`config.mk`:
```
export PLATFORM = sky130hd
export DESIGN_NAME = nibble_serial_add_ctrl
export DESIGN_NICKNAME = d
export VERILOG_FILES = /design/src/rtl/nibble_serial_add_ctrl.sv
export SDC_FILE = /design/constraint.sdc
export NUM_CORES = 1
export LEC_CHECK = 0
export ABC_AREA = 0
export CELL_PAD_IN_SITES_DETAIL_PLACEMENT = 1
export CELL_PAD_IN_SITES_GLOBAL_PLACEMENT = 2
export CORE_MARGIN = 4
export CORE_UTILIZATION = 33
export DETAILED_ROUTE_END_ITERATION = 10
export GPL_TIMING_DRIVEN = 0
export PLACE_DENSITY = 0.82
export SETUP_SLACK_MARGIN = 0.2
export SLEW_MARGIN = 20
export SYNTH_ARGS = -nofsm -noshare
export SYNTH_HDL_FRONTEND = slang
export SYNTH_SLANG_ARGS = --single-unit
```
`constraint.sdc`:
```
create_clock -name clk -period 3.74 [get_ports clk]
set_input_delay 0.748 -clock clk [delete_from_list [all_inputs] [get_ports clk]]
set_output_delay 0.748 -clock clk [all_outputs]
set_load 0.05 [all_outputs]
```
`src/rtl/nibble_serial_add_ctrl.sv`:
```
`default_nettype none
// ============================================================================
//  Module      : nibble_serial_add_ctrl
//  Description : Drives one external 4-bit ripple-carry adder slice to do a
//                wide add or subtract, one nibble per clock, LSB nibble first.
//                Operands come in on a valid/ready start handshake. Sum,
//                carry-out and signed overflow go out on a valid/ready result
//                handshake.
//  Revision    : 1.0  initial release
// ============================================================================
module nibble_serial_add_ctrl #(
    parameter int NIBBLES = 4
) (
    input  logic                 clk,
    input  logic                 rst_n,
    input  logic                 start_valid,
    output logic                 start_ready,
    input  logic [4*NIBBLES-1:0] op_a,
    input  logic [4*NIBBLES-1:0] op_b,
    input  logic                 sub,
    input  logic                 cin,
    output logic                 res_valid,
    input  logic                 res_ready,
    output logic [4*NIBBLES-1:0] result,
    output logic                 cout,
    output logic                 ovf,
    output logic                 busy,
    output logic [3:0]           add_a,
    output logic [3:0]           add_b,
    output logic                 add_cin,
    input  logic [3:0]           add_s,
    input  logic                 add_cout
);

    localparam int              W      = 4 * NIBBLES;
    localparam int              KW     = $clog2(NIBBLES);
    localparam logic [KW-1:0]   K_LAST = KW'(NIBBLES - 1);

    typedef enum logic [1:0] {
        S_IDLE = 2'd0,
        S_RUN  = 2'd1,
        S_DONE = 2'd2
    } state_t;

    state_t         r_state;
    logic [KW-1:0]  r_k;
    logic [W-1:0]   r_a;
    logic [W-1:0]   r_b;          // already inverted for subtract
    logic           r_c;          // carry between nibbles
    logic [W-1:0]   r_result;
    logic           r_cout;
    logic           r_ovf;
    logic           r_start_ready;
    logic           r_res_valid;
    logic           r_busy;

    logic           w_run;
    logic [KW+1:0]  w_base;       // bit offset of the active nibble
    logic           w_last;
    logic           w_msb_cin;    // carry into the top bit, recovered from the slice sum

    assign w_run     = (r_state == S_RUN);
    assign w_base    = {r_k, 2'b00};
    assign w_last    = (r_k == K_LAST);
    assign w_msb_cin = r_a[W-1] ^ r_b[W-1] ^ add_s[3];

    // Slice inputs are only live in RUN; otherwise held at zero.
    assign add_a   = w_run ? r_a[w_base +: 4] : 4'd0;
    assign add_b   = w_run ? r_b[w_base +: 4] : 4'd0;
    assign add_cin = w_run & r_c;

    assign start_ready = r_start_ready;
    assign res_valid   = r_res_valid;
    assign busy        = r_busy;
    assign result      = r_result;
    assign cout        = r_cout;
    assign ovf         = r_ovf;

    // Control FSM plus operand/result datapath with registered handshake outputs.
    always_ff @(posedge clk or negedge rst_n) begin
        if (!rst_n) begin
            r_state       <= S_IDLE;
            r_k           <= '0;
            r_a           <= '0;
            r_b           <= '0;
            r_c           <= 1'b0;
            r_result      <= '0;
            r_cout        <= 1'b0;
            r_ovf         <= 1'b0;
            r_start_ready <= 1'b0;
            r_res_valid   <= 1'b0;
            r_busy        <= 1'b0;
        end else begin
            case (r_state)
                S_IDLE: begin
                    // start_ready comes up on the first clock after reset release
                    r_start_ready <= 1'b1;
                    if (r_start_ready && start_valid) begin
                        r_a           <= op_a;
                        r_b           <= sub ? ~op_b : op_b;
                        r_c           <= sub ? 1'b1 : cin;
                        r_k           <= '0;
                        r_state       <= S_RUN;
                        r_start_ready <= 1'b0;
                        r_busy        <= 1'b1;
                    end
                end
                S_RUN: begin
                    r_result[w_base +: 4] <= add_s;
                    r_c                   <= add_cout;
                    if (w_last) begin
                        r_cout      <= add_cout;
                        r_ovf       <= w_msb_cin ^ add_cout;
                        r_state     <= S_DONE;
                        r_res_valid <= 1'b1;
                    end else begin
                        r_k <= r_k + KW'(1);
                    end
                end
                S_DONE: begin
                    if (res_ready) begin
                        r_res_valid   <= 1'b0;
                        r_busy        <= 1'b0;
                        r_start_ready <= 1'b1;
                        r_state       <= S_IDLE;
                    end
                end
                default: begin
                    r_state       <= S_IDLE;
                    r_start_ready <= 1'b0;
                    r_res_valid   <= 1'b0;
                    r_busy        <= 1'b0;
                end
            endcase
        end
    end

endmodule
`default_nettype wire

```
==> results.py, run 1 <==
metrics = {
    "setup_path": {
        "critPathMaxFanout": 10,
        "worst_ep_required_time_ns": 2.99,
        "r2r_end": "result[12]",
        "worstPathArrival_ns": 2.46,
        "regToRegSetupSlack_ns": 1.74,
        "critPathLaunchType": "flip-flop",
        "rr_worst_depth": 7,
        "end_kind": "output pin",
        "crit_type": "reg2out",
        "r2r-start": "r_k[0]",
    },
    "sta": {
        "slew_headroom": 0.657,
        "max_freq_mhz": 312,
        "finalCriticalPeriod_ns": 3.20,
        "hold_violations": 0,
        "rsz0062_at_grt": "false",
        "maxSlewViolCount": 0,
        "whs_ns": 0.212,
        "tightest_slew_ns": 0.513,
        "skew_ns": 0.00743,
        "setup_viol": 0,
        "period_share": 0.857,
    },
    "worst_hold_path": {
        "hold_path.class": "in2async",
    },
    "cts": {
        "cts_inserted_buffers": 9,
        "postCtsSetupBuffers": 0,
        "cts_sinks": 58,
        "path_clk_slew_ns": 0.07,
        "cts_tree": "built",
        "htreeDepth": 3,
        "worstSkewPairLatency_ns": 0.33,
        "clk_path_buf_depth": 2,
        "root_buffer": "clkbuf_8",
        "ctsResizeCount": 0,
        "postCtsHoldBufs": 0,
    },
    "routing": {
        "wl_met3_um": 359,
        "drtAntennaViolNets": 0,
        "route.detailed.drc": 0,
        "wl_per_cell_um": 15.3,
        "routed_wl_um": 7060,
        "initialDrtViolationCount": 58,
        "met2_length_um": 3470,
        "num_vias": 2218,
        "first_pass_iters": 4,
        "wl_met1_um": 3120,
        "routed.top_layer": "met4",
        "viasPerCell": 4.81,
    },
    "layout": {
        "fin_util": 0.471,
        "layout_commonest_cell": "nand2_1",
        "diodes": 0,
        "final_cell_mix": "nand2_1, clkdlybuf4s50_1, dfrtp_1",
        "final_nets": 401,
        "drive_above_1_share": 0.135,
        "fin_area_um2": 3930,
        "syn2layout_area_growth_pct": 36.6,
    },
    "synthesis": {
        "synth-edff-count": 0,
        "synth.distinct_cells": 33,
        "async_flop_share": 1.00,
        "syn_area_um2": 2880,
        "synth_cells": 269,
        "ys_seq_elements": 58,
        "yosysSeqAreaShare": 0.505,
        "yosys_warnings": 0,
        "ys.flop_type": "dfrtp_1",
        "syn_area_per_cell_um2": 10.7,
        "syn-num-nets": 318,
    },
    "place": {
        "port_buffers": 71,
        "post_dp_cell_area_um2": 3740,
        "place.gp.congestion": 0.709,
        "dpl.hpwl_um": 5260,
    },
    "power": {
        "switching_share": 0.439,
        "seq_power_share": 0.296,
        "irDropWorstVdd_v": 0.000376,
        "clkPwrFrac": 0.157,
        "comb_power_share": 0.547,
        "p_per_area_nw_per_um2": 913,
        "p_sw_uw": 1580,
        "p_total_uw": 3590,
        "p_leak_uw": 0.00174,
        "internal_power_uw": 2010,
    },
    "run_status": {
        "status": "complete, no violations",
    },
    "global_route": {
        "grt.overflow.total": 0,
        "grt_pass1_wl_um": 11800,
        "grt.total_usage": 0.149,
        "antenna_found_initial": 0,
        "grt_pass1_vias": 2370,
        "grt_max_degree": 55,
    },
    "floorplan": {
        "chipWidth_um": 101,
        "num_rows": 33,
        "ios": 73,
        "die_area_um2": 10300,
        "start_util": 0.345,
        "core_um2": 8340,
        "dieHeight_um": 101,
    },
    "job": {
        "drv_cap": 0,
    },
}
## Yosys cell counts, drive strengths merged (2+ instances only)
cell | number | share of area
buf | 14 | 0.030
nand2b | 4 | 0.0087
nor2b | 8 | 0.028
ha | 6 | 0.026
o21ai | 30 | 0.052
nor4b | 2 | 0.017
nor2 | 4 | 0.0052
a22o | 8 | 0.024
inv | 4 | 0.0052
clkbuf | 2 | 0.0026
nand3b | 5 | 0.022
mux4 | 8 | 0.063
nand2 | 83 | 0.11
or3 | 2 | 0.0044
dfrtp | 58 | 0.50
xnor2 | 19 | 0.058
## layer usage
metal	track usage	up-vias
li1	-	1074
met1	0.184	1075
met2	0.254	61
met3	0.0310	8
met4	0.0644	0
met5	0	-
## critical path, stage by stage (launching register included)
cell             delay [ns]
dfrtp_1                0.42
buf_6                  0.17
buf_6                  0.17
mux4_2                 0.51
nor2b_4                0.14
clkdlybuf4s50_1        0.71
## worst max-delay path by stage
stage / start / end / cells past startpoint
after global routing: r_k[0] / add_b[0] / 5
after global placement: rst_n / r_a[13] / 1
after CTS: r_k[0] / add_b[1] / 5
final: r_k[0] / add_b[1] / 5
after floorplan: r_k[0] / add_a[0] / 3
after detailed placement: r_k[0] / add_b[1] / 5
## power by group through the flow
stage | registers (uW) | clock network, uW | logic [uW]
2_1_floorplan | 1340 | 0 | 1120
3_3_place_gp | 1070 | 0 | 1950
3_5_place_dp | 1080 | 0 | 1990
4_1_cts | 1070 | 583 | 2000
5_1_grt | 1100 | 613 | 2120
6_report | 1060 | 565 | 1960
## cells by family after synthesis
family | after synthesis | synth area share
DFF | 58 | 0.505
xor gates and xnor gates | 19 | 0.0579
buffers and inverters | 20 | 0.0383
and+or+nand+nor | 113 | 0.214
adders and majority gates | 6 | 0.0261
muxes | 9 | 0.0666
AOI/OAI and AO/OA | 44 | 0.0927
## layout make-up
cell class                 instances  area, um^2
fill                             943        4410
buffer                            16        95.1
multi-input combinational        191        1310
timing repair buffer              72         736
clock buffer                      12         145
inverter                           4        15.0
sequential                        58        1450
clock inverter                     3        40.0
tap                              105         131
## sequential cells by signal (all words and copies together) (netlist names)
signal	cells
start_ready	1
ovf	1
r_state	2
r_a	16
r_b	16
cout	1
r_c	1
busy	1
result	16
r_k	2
res_valid	1
## metrics by stage
stage	std cells	setup slack, ns	setup TNS, ns
finish	461	0.536	0
global route	461	0.427	0
CTS	461	0.491	0
detailed placement	446	0.872	0
global placement	445	-0.0188	-0.835
floorplan	269	1.42	0
No activity file was read; power rests on OpenSTA's default activity.
==> inputs of run 2 (changes only) <==
Settings changed: CORE_UTILIZATION 33 to 31, PLACE_DENSITY 0.82 to 0.78.
Clock period 3.74 ns to 3 ns, I/O delays scaled along.
==> run 2 against run 1 <==
Clock power rose by 44%. Cell count rose by 0.65%. First-iteration DRC count fell by 14%. Setup slack got worse by 0.21 ns. Via count fell by 0.68%. Flip-flop and latch count did not move. Final area rose by 0.76%. Critical path depth did not move. Combinational power rose by 22%. Die area rose by 5.9%. Sequential power rose by 25%. Clock-buffer cell count rose by 1. Critical endpoint is now add_b[0].
==> results.py, run 2 (synthesis gave the netlist of run 1 again) <==
metrics = {
    "layout": {
        "final_nets": 401,
        "fin_cells": 464,
        "syn2layout_area_growth_pct": 37.6,
        "fillCellCount": 1001,
        "diodes": 0,
        "drive_above_1_share": 0.146,
        "regArea_um2": 1450,
        "multi_input_area_um2": 1310,
        "layout_commonest_cell": "nand2_1",
        "final_cell_mix": "nand2_1, clkdlybuf4s50_1, dfrtp_1",
    },
    "setup_path": {
        "cpMaxStageDelayCell": "mux4_2",
        "end_kind": "output pin",
        "critPathMaxFanout": 10,
        "slowest_delay_ns": 0.51,
        "crit_type": "reg2out",
        "crit_top_cell": "buf_6",
        "cp_cell_sequence": "buf_6 > buf_6 > mux4_2 > nor2b_4 > clkdlybuf4s15_2",
        "critPathLaunchType": "flip-flop",
        "worstPathArrival_ns": 2.08,
        "worst_ep_required_time_ns": 2.40,
    },
    "cts": {
        "cts_inserted_buffers": 9,
        "cts_tree": "built",
        "clk_path_buf_depth": 2,
        "worstSkewPairLatency_ns": 0.33,
        "root_buffer": "clkbuf_8",
        "cts_sinks": 58,
        "htreeDepth": 3,
        "path_clk_slew_ns": 0.07,
        "postCtsSetupBuffers": 0,
    },
    "routing": {
        "routed_wl_um": 7130,
        "first_pass_iters": 4,
        "viasPerCell": 4.75,
        "wl_per_cell_um": 15.4,
        "initialDrtViolationCount": 50,
        "drtAntennaViolNets": 0,
        "num_vias": 2203,
        "route.detailed.drc": 0,
    },
    "global_route": {
        "grt_pass1_wl_um": 12000,
        "grt_max_degree": 44,
        "grt_pass1_vias": 2408,
        "grt.total_usage": 0.138,
        "antenna_found_initial": 0,
        "grt.overflow.total": 0,
    },
    "sta": {
        "hold_violations": 0,
        "period_share": 0.892,
        "skew_ns": 0.00988,
        "rsz0062_at_grt": "false",
        "finalCriticalPeriod_ns": 2.68,
        "maxSlewViolCount": 0,
        "setup_viol": 0,
        "max_freq_mhz": 374,
        "slew_headroom": 0.664,
        "tightest_slew_ns": 0.502,
        "timing.final.ws_setup_ns": 0.324,
    },
    "place": {
        "place.gp.congestion": 0.711,
        "placed_cells": 449,
        "port_buffers": 71,
        "dpl.hpwl_um": 5350,
        "pre_cts_ws_ns": 0.275,
    },
    "floorplan": {
        "dieHeight_um": 104,
        "die_area_um2": 10900,
        "ios": 73,
        "core_um2": 8890,
        "chipWidth_um": 104,
        "num_rows": 34,
        "start_util": 0.323,
    },
    "job": {
        "drv_cap": 0,
    },
    "run_status": {
        "status": "complete, no violations",
    },
    "worst_hold_path": {
        "hold_path.class": "in2async",
    },
    "power": {
        "irDropWorstVdd_v": 0.000558,
        "p_total_uw": 4530,
        "p_leak_uw": 0.00177,
        "p_per_area_nw_per_um2": 1150,
    },
}
==> run 2: cell count changes in the layout (fill, tap and decap cells not counted), sizes merged <==
cell / before / now
bufinv: 1 / 2
clkbuf: 14 / 16
clkdlybuf4s15: 0 / 3
clkdlybuf4s50: 70 / 61
clkinv: 2 / 0
dlygate4sd2: 0 / 5
==> run 2: what timing repair did <==
item / CTS / global route
pin swaps: 0 / 0
endpoints found under the setup margin: 9 / 1
hold buffers: 0 / 0
gates resized for setup: 15 / 2
==> run 2: routing by layer <==
layer	global-route usage	routed length (um)
met5	0	0
met3	0.0335	383
met2	0.225	3430
met1	0.172	3170
met4	0.0627	151
==> run 2: final timing paths <==
path | endpoint | depth (start not counted) | from | slack (ns)
setup / recovery | add_b[0] | 5 | r_k[0] | 0.32
hold / removal | result[12] | 1 | rst_n | 0.12
setup reg to reg | result[12] | 7 | r_k[0] | 0.89
hold reg to reg | r_a[10] | 2 | r_a[10] | 0.47
max in group asynchronous | r_b[14] | 2 | rst_n | 2.39
min in group clk | r_a[10] | 2 | r_a[10] | 0.47
==> run 2: layout make-up <==
| class | count | area share |
|---|---|---|
| Sequential cell | 58 | 0.367 |
| Multi-Input combinational cell | 191 | 0.332 |
| Timing Repair Buffer | 72 | 0.184 |
| Clock buffer | 13 | 0.0402 |
| Tap cell | 108 | 0.0341 |
| Buffer | 16 | 0.0240 |
| Clock inverter | 2 | 0.0152 |
| Inverter | 4 | 0.00379 |
==> run 2: stage by stage <==
step	util	TNS, ns	area, um^2	hold WS, ns
floorplan	-	0	2880	0.304
global placement	0.419	-38.54	3720	0.457
detailed placement	0.421	0	3750	0.462
CTS	0.446	0	3960	0.103
global route	0.445	0	3960	0.122
finish	0.445	0	3960	0.119
==> run 2: power breakdown <==
part | switching (uW) | total, uW | leakage (uW) | internal (uW)
registers | 199 | 1330 | 0.000734 | 1130
logic | 1460 | 2390 | 0.000928 | 935
clock network | 302 | 812 | 0.000110 | 510
total | 1960 | 4530 | 0.00177 | 2570
==> run 2: critical path, delay by kind of cell (launching register included) <==
kind / cells / cell delay, ns
flip-flops: 1 / 0.42
AND/OR/NAND/NOR: 1 / 0.14
buffers and inverters: 3 / 0.67
multiplexers: 1 / 0.51
